<file path="src/rtl/cas_pkg.sv">
// Shared constants and types for the cassette monitor and overlay.
// Holds the FSM state encoding and the sample-magnitude helper.
package cas_pkg;

    localparam int CAS_POS_W = 25;
    localparam logic [7:0] CAS_SILENCE = 8'h80;
    localparam logic [CAS_POS_W-1:0] CAS_POS_MAX = {CAS_POS_W{1'b1}};
    localparam logic [CAS_POS_W-1:0] CAS_POS_ZERO = {CAS_POS_W{1'b0}};
    localparam logic [CAS_POS_W-1:0] CAS_POS_ONE = {{(CAS_POS_W-1){1'b0}}, 1'b1};

    typedef enum logic [1:0] {
        CAS_IDLE    = 2'd0,
        CAS_LOADING = 2'd1,
        CAS_READY   = 2'd2
    } cas_state_t;

    // Distance of an unsigned sample from the silence midpoint, 0..127.
    function automatic logic [6:0] cas_mag(input logic [7:0] s);
        logic [7:0] d;
        if (s >= CAS_SILENCE) begin
            d = s - CAS_SILENCE;
        end else begin
            d = 8'd127 - s;
        end
        return d[6:0];
    endfunction

endpackage

</file>
<file path="src/rtl/cas_env_follower.sv">
// Peak envelope follower: instant attack on louder samples, 1-LSB linear decay
// every DECAY_DIV clocks.
module cas_env_follower
    import cas_pkg::*;
#(
    parameter int DECAY_DIV = 4096,
    parameter int ATTACK_SH = 0
) (
    input  logic       i_clk,
    input  logic       rst,
    input  logic       motor,
    input  logic       smp_valid,
    input  logic [7:0] smp,
    output logic [7:0] tape_data
);

    localparam int TW = $clog2(DECAY_DIV);
    localparam logic [TW-1:0] T_LAST = TW'(DECAY_DIV - 1);
    localparam logic [TW-1:0] T_ZERO = TW'(0);
    localparam logic [TW-1:0] T_ONE  = TW'(1);

    logic [TW-1:0] timer_r;
    logic [7:0]    level_r;
    logic [7:0]    lvl_s;
    logic          attack_s;
    logic          tick_s;

    // Sample level and attack/decay decisions for this cycle.
    always_comb begin
        lvl_s    = {cas_mag(smp), 1'b0} >> ATTACK_SH;
        attack_s = smp_valid && motor && (lvl_s > level_r);
        tick_s   = (timer_r == T_LAST);
    end

    // Envelope level and decay timer; an attack overrides a coincident decay tick.
    always_ff @(posedge i_clk or posedge rst) begin
        if (rst) begin
            timer_r <= T_ZERO;
            level_r <= 8'd0;
        end else if (attack_s) begin
            timer_r <= T_ZERO;
            level_r <= lvl_s;
        end else if (tick_s) begin
            timer_r <= T_ZERO;
            level_r <= (level_r != 8'd0) ? (level_r - 8'd1) : 8'd0;
        end else begin
            timer_r <= timer_r + T_ONE;
            level_r <= level_r;
        end
    end

    assign tape_data = level_r;

endmodule

</file>
<file path="src/rtl/cas_tape_monitor.sv">
// Tracks tape length, play position and audio envelope for the cassette overlay.
// Load FSM and position counters live here; the envelope is a sub-module.
module cas_tape_monitor
    import cas_pkg::*;
#(
    parameter int DECAY_DIV = 4096,
    parameter int ATTACK_SH = 0
) (
    input  logic                 i_clk,
    input  logic                 reset,
    input  logic                 load_start,
    input  logic                 load_byte,
    input  logic                 load_done,
    input  logic                 motor,
    input  logic                 rd_strobe,
    input  logic                 rewind,
    input  logic                 smp_valid,
    input  logic [7:0]           smp,
    output logic [CAS_POS_W-1:0] max,
    output logic [CAS_POS_W-1:0] pos,
    output logic [7:0]           tape_data,
    output logic                 loaded
);

    logic [1:0]           rst_sync_r;
    logic                 rst_s;
    cas_state_t           state_r;
    cas_state_t           next_s;
    logic [CAS_POS_W-1:0] len_cnt_r;
    logic [CAS_POS_W-1:0] len_next_s;
    logic [CAS_POS_W-1:0] max_r;
    logic [CAS_POS_W-1:0] pos_r;
    logic                 loaded_r;
    logic                 done_s;
    logic                 pos_adv_s;

    // Reset asserts immediately but releases two clocks later, on an edge.
    always_ff @(posedge i_clk or posedge reset) begin
        if (reset) begin
            rst_sync_r <= 2'b11;
        end else begin
            rst_sync_r <= {rst_sync_r[0], 1'b0};
        end
    end

    assign rst_s = rst_sync_r[1];

    // Next state plus length/position step decisions.
    always_comb begin
        next_s = state_r;
        case (state_r)
            CAS_IDLE:    next_s = load_start ? CAS_LOADING : CAS_IDLE;
            CAS_LOADING: begin
                if (load_start) begin
                    next_s = CAS_LOADING;
                end else if (load_done) begin
                    next_s = CAS_READY;
                end else begin
                    next_s = CAS_LOADING;
                end
            end
            CAS_READY:   next_s = load_start ? CAS_LOADING : CAS_READY;
            default:     next_s = CAS_IDLE;
        endcase
        len_next_s = (load_byte && (len_cnt_r != CAS_POS_MAX)) ? (len_cnt_r + CAS_POS_ONE) : len_cnt_r;
        done_s     = (state_r == CAS_LOADING) && load_done && !load_start;
        pos_adv_s  = rd_strobe && motor && (pos_r < max_r);
    end

    // FSM state register.
    always_ff @(posedge i_clk or posedge rst_s) begin
        if (rst_s) begin
            state_r <= CAS_IDLE;
        end else begin
            state_r <= next_s;
        end
    end

    // Length counter; max is only published on a completed load.
    always_ff @(posedge i_clk or posedge rst_s) begin
        if (rst_s) begin
            len_cnt_r <= CAS_POS_ZERO;
            max_r     <= CAS_POS_ZERO;
            loaded_r  <= 1'b0;
        end else if (load_start) begin
            len_cnt_r <= CAS_POS_ZERO;
            max_r     <= max_r;
            loaded_r  <= 1'b0;
        end else if (done_s) begin
            len_cnt_r <= len_next_s;
            max_r     <= len_next_s;
            loaded_r  <= 1'b1;
        end else if (state_r == CAS_LOADING) begin
            len_cnt_r <= len_next_s;
            max_r     <= max_r;
            loaded_r  <= 1'b0;
        end else begin
            len_cnt_r <= len_cnt_r;
            max_r     <= max_r;
            loaded_r  <= loaded_r;
        end
    end

    // Play position: only +1 steps or a jump to zero, so the overlay can count changes.
    always_ff @(posedge i_clk or posedge rst_s) begin
        if (rst_s) begin
            pos_r <= CAS_POS_ZERO;
        end else if (load_start || (state_r != CAS_READY)) begin
            pos_r <= CAS_POS_ZERO;
        end else if (rewind) begin
            pos_r <= CAS_POS_ZERO;
        end else if (pos_adv_s) begin
            pos_r <= pos_r + CAS_POS_ONE;
        end else begin
            pos_r <= pos_r;
        end
    end

    cas_env_follower #(
        .DECAY_DIV (DECAY_DIV),
        .ATTACK_SH (ATTACK_SH)
    ) u_env (
        .i_clk     (i_clk),
        .rst       (rst_s),
        .motor     (motor),
        .smp_valid (smp_valid),
        .smp       (smp),
        .tape_data (tape_data)
    );

    assign max    = max_r;
    assign pos    = pos_r;
    assign loaded = loaded_r;

endmodule

</file>
<file path="config.mk">
export PLATFORM = sky130hd
export DESIGN_NAME = cas_tape_monitor
export DESIGN_NICKNAME = d
export VERILOG_FILES = /design/src/rtl/cas_pkg.sv /design/src/rtl/cas_env_follower.sv /design/src/rtl/cas_tape_monitor.sv
export SDC_FILE = /design/constraint.sdc
export NUM_CORES = 1
export LEC_CHECK = 0
export BUFFER_PORTS_ARGS = -buffer_cell sky130_fd_sc_hd__buf_2
export CAP_MARGIN = 0
export CORE_MARGIN = 4
export CORE_UTILIZATION = 45
export DETAILED_ROUTE_END_ITERATION = 8
export HOLD_SLACK_MARGIN = 0.05
export PLACE_DENSITY = 0.67
export SYNTH_ARGS = -nofsm -noshare
export SYNTH_HDL_FRONTEND = slang
export SYNTH_SLANG_ARGS = --single-unit
</file>
<file path="constraint.sdc">
create_clock -name i_clk -period 3 [get_ports i_clk]
set_clock_uncertainty 0.05 [all_clocks]
set_input_delay 0 -clock i_clk [delete_from_list [all_inputs] [get_ports i_clk]]
set_output_delay 0 -clock i_clk [all_outputs]
set_load 0.03 [all_outputs]
</file>
# Word level (Yosys, flattened, before mapping)
# Index checks and enable logic that the tools add are counted.
classes:
  add_sub_neg: 6
  n_lt_le_gt_ge: 3
  eq_ne: 5
  mux: 21
  n_bitwise: 1
  reduce_logical: 15
ops:
  columns: ["cell", "count"]
  rows:
  - ["two-way mux 25 bit", 7]
  - ["adder 25 x 1 -> 25 bit, second input constant", 2]
  - ["< comparator 25 bit", 1]
  - ["!= test 25 bit, second input constant", 1]
  - ["two-way mux 12 bit", 2]
  - ["two-way mux 8 bit", 3]
  - ["adder 12 x 1 -> 12 bit, second input constant", 1]
  - ["equality test 12 bit, second input constant", 1]
  - [">= comparator 8 bit, second input constant", 1]
  - ["> comparator 8 bit", 1]
  - ["nonzero test 8 bit", 1]
  - ["subtractor 8 x 1 -> 8 bit, second input constant", 1]
  - ["logical AND 1 bit", 7]
  - ["two-way mux 7 bit", 1]
  - ["subtractor 7 x 1 -> 7 bit, second input constant", 1]
  - ["subtractor 7 bit, first input constant", 1]
  - ["two-way mux 2 bit", 3]
  - ["one-hot mux 2 bit (3 select lines)", 1]
  - ["nonzero test 3 bit", 2]
  - ["two-way mux 1 bit", 4]
  - ["equality test 2 x 1 -> 1 bit, second input constant", 1]
  - ["equality test 2 bit, second input constant", 1]
  - ["logical NOT 2 bit", 1]
  - ["!= test 2 bit, second input constant", 1]
  - ["other kinds (5)", 5]
totals:
  ff_bits: 100
  input_bits: 17
  out_inout_bits: 59

# Longest topological paths before layout
# Gate-level depths: netlist of run 1.
depth:
  ltp_word: 6
  ltp_mapped: 11
  mapped_depth_nobuf: 9

# Hierarchy
# A second synthesis of run 1 with hierarchy kept.
unflattened:
  cells_unflattened: 668
  hier_area_um2: 6017.0
modules_own_cells:
  columns: ["mod", "n_inst", "cells_each", "area_each_um2", "seq_area_each_um2"]
  rows:
  - ["cas_tape_monitor", 1, 526, 4653.2, 2004.4]
  - ["cas_env_follower", 1, 142, 1363.8, 500.5]

# Worst setup path after synthesis of run 1
# OpenSTA, ideal clock, no wires.
synth_path:
  kind: "register to register"
  from: "register max_r[2], in the netlist max[2]"
  to: "register pos_r[24], in the netlist pos[24]"
  setup_ps: 120
  arrival_time_ps: 2334
  slack_ps: 496
  stages_incl_launch_ff: 11
  path_buffers: 1
  path_cell_list: "dfrtp_1 -> inv_1 -> ha_1 -> a211oi_1 -> o211ai_1 -> a21oi_1 -> o311ai_1 -> clkbuf_1 -> nor3_1 -> a31oi_1 -> a41o_1"
synth_between:
  elab_chain_cells: 3
synth_lines:
  columns: ["item", "line", "rtl"]
  rows:
  - ["start: declaration", "cas_tape_monitor.sv:31", "logic [CAS_POS_W-1:0] max_r;"]
  - ["start signal: assignment", "cas_tape_monitor.sv:87", "max_r <= max_r;"]
  - ["start signal: assignment", "cas_tape_monitor.sv:91", "max_r <= len_next_s;"]
  - ["start signal: assignment", "cas_tape_monitor.sv:95", "max_r <= max_r;"]
  - ["< comparator 25 bit", "cas_tape_monitor.sv:67", "pos_adv_s = rd_strobe && motor && (pos_r < max_r);"]
  - ["logical AND 1 bit", "cas_tape_monitor.sv:67", null]
  - ["nonzero test 3 bit (no source line)", null, null]
  - ["end signal: assignment", "cas_tape_monitor.sv:113", "pos_r <= pos_r + CAS_POS_ONE;"]
  - ["end signal: assignment", "cas_tape_monitor.sv:115", "pos_r <= pos_r;"]
  - ["end: declaration", "cas_tape_monitor.sv:32", "logic [CAS_POS_W-1:0] pos_r;"]
# No other way between the ends.
# A chain may end at the register's enable or synchronous reset.

# Worst setup path after layout of run 1
layout_path:
  from: "register pos_r[23], in the netlist pos[23]"
  to: "register pos_r[8], in the netlist pos[8]"
layout_between:
  elab_chain_cells: 3
layout_lines:
  columns: ["item", "line"]
  rows:
  - ["< comparator 25 bit", "cas_tape_monitor.sv:67"]
  - ["logical AND 1 bit", "cas_tape_monitor.sv:67"]
  - ["nonzero test 3 bit (no source line)", null]
# No other way between the ends.

==> results of run 1 <==
==> how the worst min path moves through the flow <==
stage	to	startpoint	slack, ns
after floorplan	rst_sync_r[0]	reset	-0.14
after global placement	rst_sync_r[0]	reset	-0.03
after detailed placement	rst_sync_r[0]	reset	-0.02
after CTS	u_env.tape_data[2]	smp[7]	0.08
after global routing	max[1]	load_byte	0.12
final	u_env.tape_data[2]	smp[7]	0.09
==> placed cells by master (no fill, tap or decap), types with 12 or more instances in the layout <==
| cell type | n |
|---|---|
| ha_1 | 35 |
| nor3_1 | 20 |
| buf_2 | 75 |
| o21ai_1 | 22 |
| o21ai_0 | 28 |
| xnor2_1 | 51 |
| nor2_1 | 72 |
| dfrtp_1 | 98 |
| buf_4 | 12 |
| xor2_1 | 18 |
| nand3_1 | 30 |
| and3_1 | 13 |
| a21oi_1 | 37 |
| inv_1 | 41 |
| or3_1 | 12 |
| nand2_1 | 78 |
| nor4_1 | 13 |
| nand4_1 | 12 |
==> sequential cells by signal, indices dropped and copies added (netlist names) <==
register and flops:
len_cnt_r 25, loaded 1, max 25, pos 25, rst_sync_r 2, state_r 2, u_env.tape_data 8, u_env.timer_r 12
==> final cells by class <==
class / instances / share of cell area (%)
tap: 172 / 3.11
multi-input combinational: 505 / 45.4
timing repair buffer: 98 / 8.46
inverter: 42 / 2.29
clock inverter: 6 / 1.25
sequential: 100 / 36.2
clock buffer: 10 / 3.31
==> Yosys cell counts (all sizes together), types with 2 or more instances <==
library cell,instances,share of area (%)
nand2b,5,0.53
nand2,81,5.3
nor2b,3,0.32
clkbuf,19,1.2
and3,13,1.4
buf,6,0.64
a311o,2,0.34
a21oi,41,3.7
mux2i,3,0.51
nand3,31,2.7
dfrtp,98,41
dfstp,2,0.89
a211oi,2,0.25
xnor2,51,7.6
o211ai,3,0.38
nor3,21,1.9
ha,35,7.4
or3,12,1.3
nor4,15,1.8
nand4,14,1.7
o21ai,51,4.4
and4,5,0.74
and2,6,0.68
a31o,3,0.44
xor2,18,2.7
or2,2,0.21
nor2,75,4.9
nor4b,2,0.30
inv,42,2.7
==> worst max-delay path, cell delays in order (launching register included) <==
cell and delay (ns):
dfrtp_1 0.45, ha_1 0.35, and4_1 0.28, nand4_1 0.16, o311ai_2 0.70, nor2_1 0.25, and3_1 0.21, o21ai_0 0.18
==> metal layers <==
metal  vias to the layer above  share of wire [%]  routed length, um
met3                        16                4.7                658
met1                      2362                 45               6280
met2                       115                 49               6970
met4                         0                1.4                193
li1                       2468                  -                  -
met5                         -                  0                  0
==> power groups by stage <==
| stage | registers [mW] | clock network [mW] | logic [mW] |
|---|---|---|---|
| 2_1_floorplan | 1.65 | 0 | 0.411 |
| 3_3_place_gp | 1.57 | 0 | 0.685 |
| 3_5_place_dp | 1.57 | 0 | 0.703 |
| 4_1_cts | 1.54 | 1.28 | 0.717 |
| 5_1_grt | 1.56 | 1.33 | 0.797 |
| 6_report | 1.54 | 1.25 | 0.711 |
==> kinds of logic (layout without fill, tap and decap cells) <==
group	after synthesis	in the layout	synth area share, %
flip-flops	100	100	42.4
AND/OR/NAND/NOR	286	286	23.8
multiplexers	4	4	0.699
other	1	1	0.0635
buffers and inverters	67	156	4.51
AO/OA/AOI/OAI	110	110	10.9
adder cells (fa/ha/maj)	35	35	7.41
XOR/XNOR	69	69	10.2
==> stage by stage <==
step                      hold WS, ns  cells
final                          0.0867    933
after global routing            0.124    933
after CTS                      0.0799    933
after detailed placement      -0.0211    907
after global placement        -0.0285    907
after floorplan                -0.139    672
==> summary.md, run 1 <==
| Metric | Value |
|---|---|
| Min setup slack post-route | 0.292 ns |
| Hold-fix buffers, CTS | 10 |
| Worst slew margin relative to its limit | 43.4% |
| FILL cells | around 1200 |
| DR vias/cell | 5.32 |
| Dpl ws | 0.301 ns |
| Synth Register Bits | 100 |
| Post-synthesis cell count | 672 |
| Area delta synth->final | 17.2% |
| FP Rows | 41 |
| Max-slew violation count | 0 |
| DRT iter0 DRCs | approximately 290 |
| P_sw | 1.07 mW |
| GR peak layer | met2 |
| Multi-input gate area | 3150 um^2 |
| Peak Freq | 369 MHz |
| Initial core utilization | 46.4% |
| Root buffer cell | clkbuf_16 |
| Largest net degree at the start of global routing | between 90 and 100 |
| Leakage power | 3.03 nW |
| Antenna-violating nets left | 0 |
| Critical R2R Launch | pos[23] |
| Post CTS Setup Buffer Count | 0 |
| Flop-to-flop setup slack | 0.29 ns |
| Syn avg cell area | 8.79 um^2 |
| Vias in the first global route | 4814 |
| Critical path class | flop to flop |
| Global routing usage on met3 | under 10% |
| Final GP Congestion | about 0.86 |
| CP required | 3.22 ns |
| Core Util, Final | 54.4% |
| Clk pwr share | a little over a third |
| Int Pwr | ~2.4 mW |
| Sw frac | about 30% |
| R2R cell count | 7 |
| I/O pin count | 76 |
| Worst min path class | input pin to flop |
| Clock buffer count from CTS | 9 |
| Gr ovfl total | 0 |
| Final period util | between 90 and 100% |
| CTS tree | built |
| CTS H-tree lvls | 3 |
| Port Buffers | 75 |
| Fin crit period | 2.71 ns |
| Status | complete, no violations |
| Pwr/cell area | 506 nW/um^2 |
| Crit. Startpoint | pos[23] |
| DIE HEIGHT | between 100 and 150 um |
| Sequential element share of the synthesized area | 42.4% |
| Critical path capture point | pos[8] |
| PostCTS Resize Cnt | 0 |
| Critical-path maximum fanout | 9 |
| Fraction of layout cells with a size suffix above 1 | 17.5% |
| Reg-to-Reg End | pos[8] |
| Fin area | about 7000 um^2 |
| Max rail drop VDD | slightly above 0.3 mV |
| Hold Vio Cnt, Final | 0 |
| Startpoint Class | flop |
| Max-capacitance violation count | 0 |
| Vias | around 5000 |
| RSZ-0062 raised after global routing | false |
| GRT met2 Usage | 33.8% |
| Placed wire-length estimate | around 11 mm |
| Drt first pass iters | 4 |
| TritonCTS Sinks | 100 |
| Post-Syn Area | 5910 um^2 |
| Endpoints failing setup | 0 |
| Routed wire length | 14.1 mm |
| Antenna violations before repair | 0 |
| Fraction of registers with async set/reset | 100% |
| Met1 usage | 25.1% |
| Skew-Pair Late Insertion Delay | 0.35 ns |
| Clock slew at reported path FFs | 0.07 ns |
| Worst path arrival time | 2.93 ns |
| Yosys warnings | 0 |
| Syn Nets | 724 |
| Core area | 12700 um^2 |
| FF/Latch Area | 2500 um^2 |
| CTS max path bufs | 2 |
| Total track usage | 19.8% |
| Die boundary width | 123 um |
| Hold Crit Depth | 4 |
| Sequential share of power | 44.1% |
| Synth Flop Type | dfrtp_1 |
| Antenna Cells | 0 |
| DRC viols | 0 |
| Design Power | 3.50 mW |
| Netlist cell types | 53 |
| Post-synth EDFFs | 0 |
| Routed wire per std cell | 15.1 um |
| Fin nets | ~800 |
| Area after DPL | between 6000 and 7000 um^2 |
| Die area | 15000 um^2 |
| Combinational fraction of design power | 20.3% |
| Setup TNS | 0 ns |
| Worst Tran Pin Value | roughly 0.84 ns |
| Critical Path Sink Type | flop |
| First-pass GRT wire length | 23.7 mm |
Note: power is estimated with default switching activity, not from simulation.
==> inputs of run 2 (changes only) <==
--- a/config.mk
+++ b/config.mk
@@ -11,7 +11,7 @@
 export CORE_UTILIZATION = 45
 export DETAILED_ROUTE_END_ITERATION = 8
 export HOLD_SLACK_MARGIN = 0.05
-export PLACE_DENSITY = 0.67
+export SLEW_MARGIN = 20
 export SYNTH_ARGS = -nofsm -noshare
 export SYNTH_HDL_FRONTEND = slang
 export SYNTH_SLANG_ARGS = --single-unit
==> constraint.sdc (replaced) <==
create_clock -name i_clk -period 3.4 [get_ports i_clk]
set_clock_uncertainty 0.05 [all_clocks]
set_input_delay 0 -clock i_clk [delete_from_list [all_inputs] [get_ports i_clk]]
set_output_delay 0 -clock i_clk [all_outputs]
set_load 0.03 [all_outputs]
==> run 2 against run 1 <==
- global-route usage up 0.28 points
- sequential share of layout area up 0.28 points
- cell area down 0.78%
- highest routed layer unchanged
==> summary.md, run 2 (synthesis results as in run 1) <==
| Metric | Value |
|---|---|
| Design Power | 3.10 mW (-11%) |
| DRC viols | 0 (unchanged) |
| Endpoints failing setup | 0 (unchanged) |
| Clock slew at reported path FFs | 0.07 ns (about the same) |
| Critical path's largest stage delay | 0.77 ns (+0.07 ns) |
| Max-slew violation count | 0 (unchanged) |
| Commonest non-fill, non-tap cell in the layout | dfrtp_1 |
| Core Util, Final | 54.0% (-0.42 points) |
| GRT met2 Usage | 34.3% (+0.55 points) |
| Worst path arrival time | 3.06 ns (+0.13 ns) |
| Most frequent cells in the layout | dfrtp_1, nand2_1, buf_2 |
| Gr ovfl total | 0 (unchanged) |
| Buf/Inv on CP | 1 (+1) |
| Skew-Pair Late Insertion Delay | 0.36 ns (about the same) |
| Area delta synth->final | 16.3% |
| Global routing usage on met3 | 4.56% (+0.32 points) |
| Initial core utilization | 46.4% (unchanged) |
| Core area | 12700 um^2 (unchanged) |
| Final period util | 83.6% (-6.7 points) |
| CP cell instances | ha_1 -> and4_1 -> nand4_1 -> o311ai_2 -> buf_4 -> nor2_1 -> and3_1 -> o21ai_0 |
| PostCTS Resize Cnt | 0 (unchanged) |
| Drt first pass iters | 4 (unchanged) |
| Placed wire-length estimate | 10.6 mm (+0.80%) |
| Clock buffer count from CTS | 9 (unchanged) |
| TritonCTS Sinks | 100 (unchanged) |
| CTS tree | built |
| Slowest library cell on the worst path | o311ai_2 |
| CTS max path bufs | 2 (unchanged) |
| Fraction of layout cells with a size suffix above 1 | 16.8% (-0.66 points) |
| CP required | 3.62 ns (+0.40 ns) |
| Critical Path Sink Type | flop |
| Worst min path class | input pin to flop |
| Met1 usage | 25.4% (+0.25 points) |
| Fin nets | 802 (-0.74%) |
| Leakage power | 3.00 nW (-0.96%) |
| Pwr/cell area | 451 nW/um^2 (-11%) |
| Vias in the first global route | 4792 (-0.46%) |
| Critical path class | flop to flop |
| Startpoint Class | flop |
| Dpl cells | 901 (-0.66%) |
| Setup TNS | 0 ns (unchanged) |
| CTS H-tree lvls | 3 (unchanged) |
| Finished Layout Cells | 927 (-0.64%) |
| Antenna-violating nets left | 0 (unchanged) |
| DR vias/cell | 5.30 (-0.39%) |
| GR peak layer | met2 |
| Flop-to-flop setup slack | 0.56 ns (+0.27 ns) |
| CP delay by family, top | compound AO/OA/AOI/OAI gates |
| DRT iter0 DRCs | 213 (-26%) |
| Max rail drop VDD | 0.337 mV (+8.1%) |
| Die area | 15000 um^2 (unchanged) |
| Antenna Cells | 0 (unchanged) |
| First-pass GRT wire length | 23.8 mm (+0.52%) |
| Final GP Congestion | 0.796 (-7.2%) |
| Fin crit period | 2.84 ns (+0.135 ns) |
| Worst slew margin relative to its limit | 42.8% (-0.56 points) |
| Largest net degree at the start of global routing | 36 (-64%) |
| FP Rows | 41 (unchanged) |
| DIE HEIGHT | 123 um (unchanged) |
| Worst Tran Pin Value | 0.851 ns (+0.00834 ns) |
| Root buffer cell | clkbuf_16 |
| Die boundary width | 123 um (unchanged) |
| Routed wire per std cell | 15.2 um (+0.35%) |
| Port Buffers | 75 (unchanged) |
| Max-capacitance violation count | 0 (unchanged) |
| Total track usage | 20.0% (+0.28 points) |
| Routed wire length | 14.1 mm (-0.30%) |
| RSZ-0062 raised after global routing | false |
| Status | complete, no violations |
| Hold Vio Cnt, Final | 0 (unchanged) |
| Peak Freq | 352 MHz (-4.7%) |
| I/O pin count | 76 (unchanged) |
| Vias | 4910 (-1.0%) |
| Critical-path maximum fanout | 11 (+2) |
| Antenna violations before repair | 0 (unchanged) |
run 2: worst paths after layout:
kind / startpoint / end / cells after the start
worst min-delay path: smp[7] / u_env.tape_data[4] / 4
min in group asynchronous: reset / rst_sync_r[1] / 3
worst max register to register: pos[23] / pos[8] / 8
worst min register to register: rst_sync_r[1] / u_env.tape_data[6] / 1
max in group asynchronous: rst_sync_r[1] / u_env.tape_data[3] / 2
worst max-delay path: pos[23] / pos[8] / 8
run 2: final cells by class:
class	instances	area, um^2
Clock buffer	11	243
Clock inverter	5	75.1
Fill cell	1233	5850
Inverter	42	160
Multi-Input combinational cell	505	3150
Sequential cell	100	2500
Tap cell	172	215
Timing Repair Buffer	92	528
run 2: report_power, final:
part,internal [mW],switching (mW)
logic,0.224,0.406
clock network,0.661,0.449
registers,1.27,0.0879
total,2.16,0.943
run 2: metal layers:
| metal | wire (um) | vias up |
|---|---|---|
| met5 | 0 | - |
| met1 | 6360 | 2355 |
| met3 | 389 | 20 |
| li1 | - | 2462 |
| met2 | 7070 | 73 |
| met4 | 233 | 0 |
run 2: timing repair:
item,in CTS,in global routing
endpoints found under the hold margin,14,0
hold buffers,10,0
buffers inserted,0,0
run 2: through the flow:
stage | cell area [um^2] | hold slack, ns | setup WS, ns
2_1_floorplan | 5910 | -0.139 | 0.451
3_3_place_gp | 6450 | -0.0261 | 0.730
3_5_place_dp | 6450 | -0.0160 | 0.571
4_1_cts | 6870 | 0.0881 | 0.565
5_1_grt | 6870 | 0.115 | 0.409
6_report | 6870 | 0.0973 | 0.557
run 2: tightest hold or removal path, cell delays in order:
cell	delay, ns
buf_2	0.21
xnor2_1	0.13
nand2_1	0.05
o21ai_0	0.07
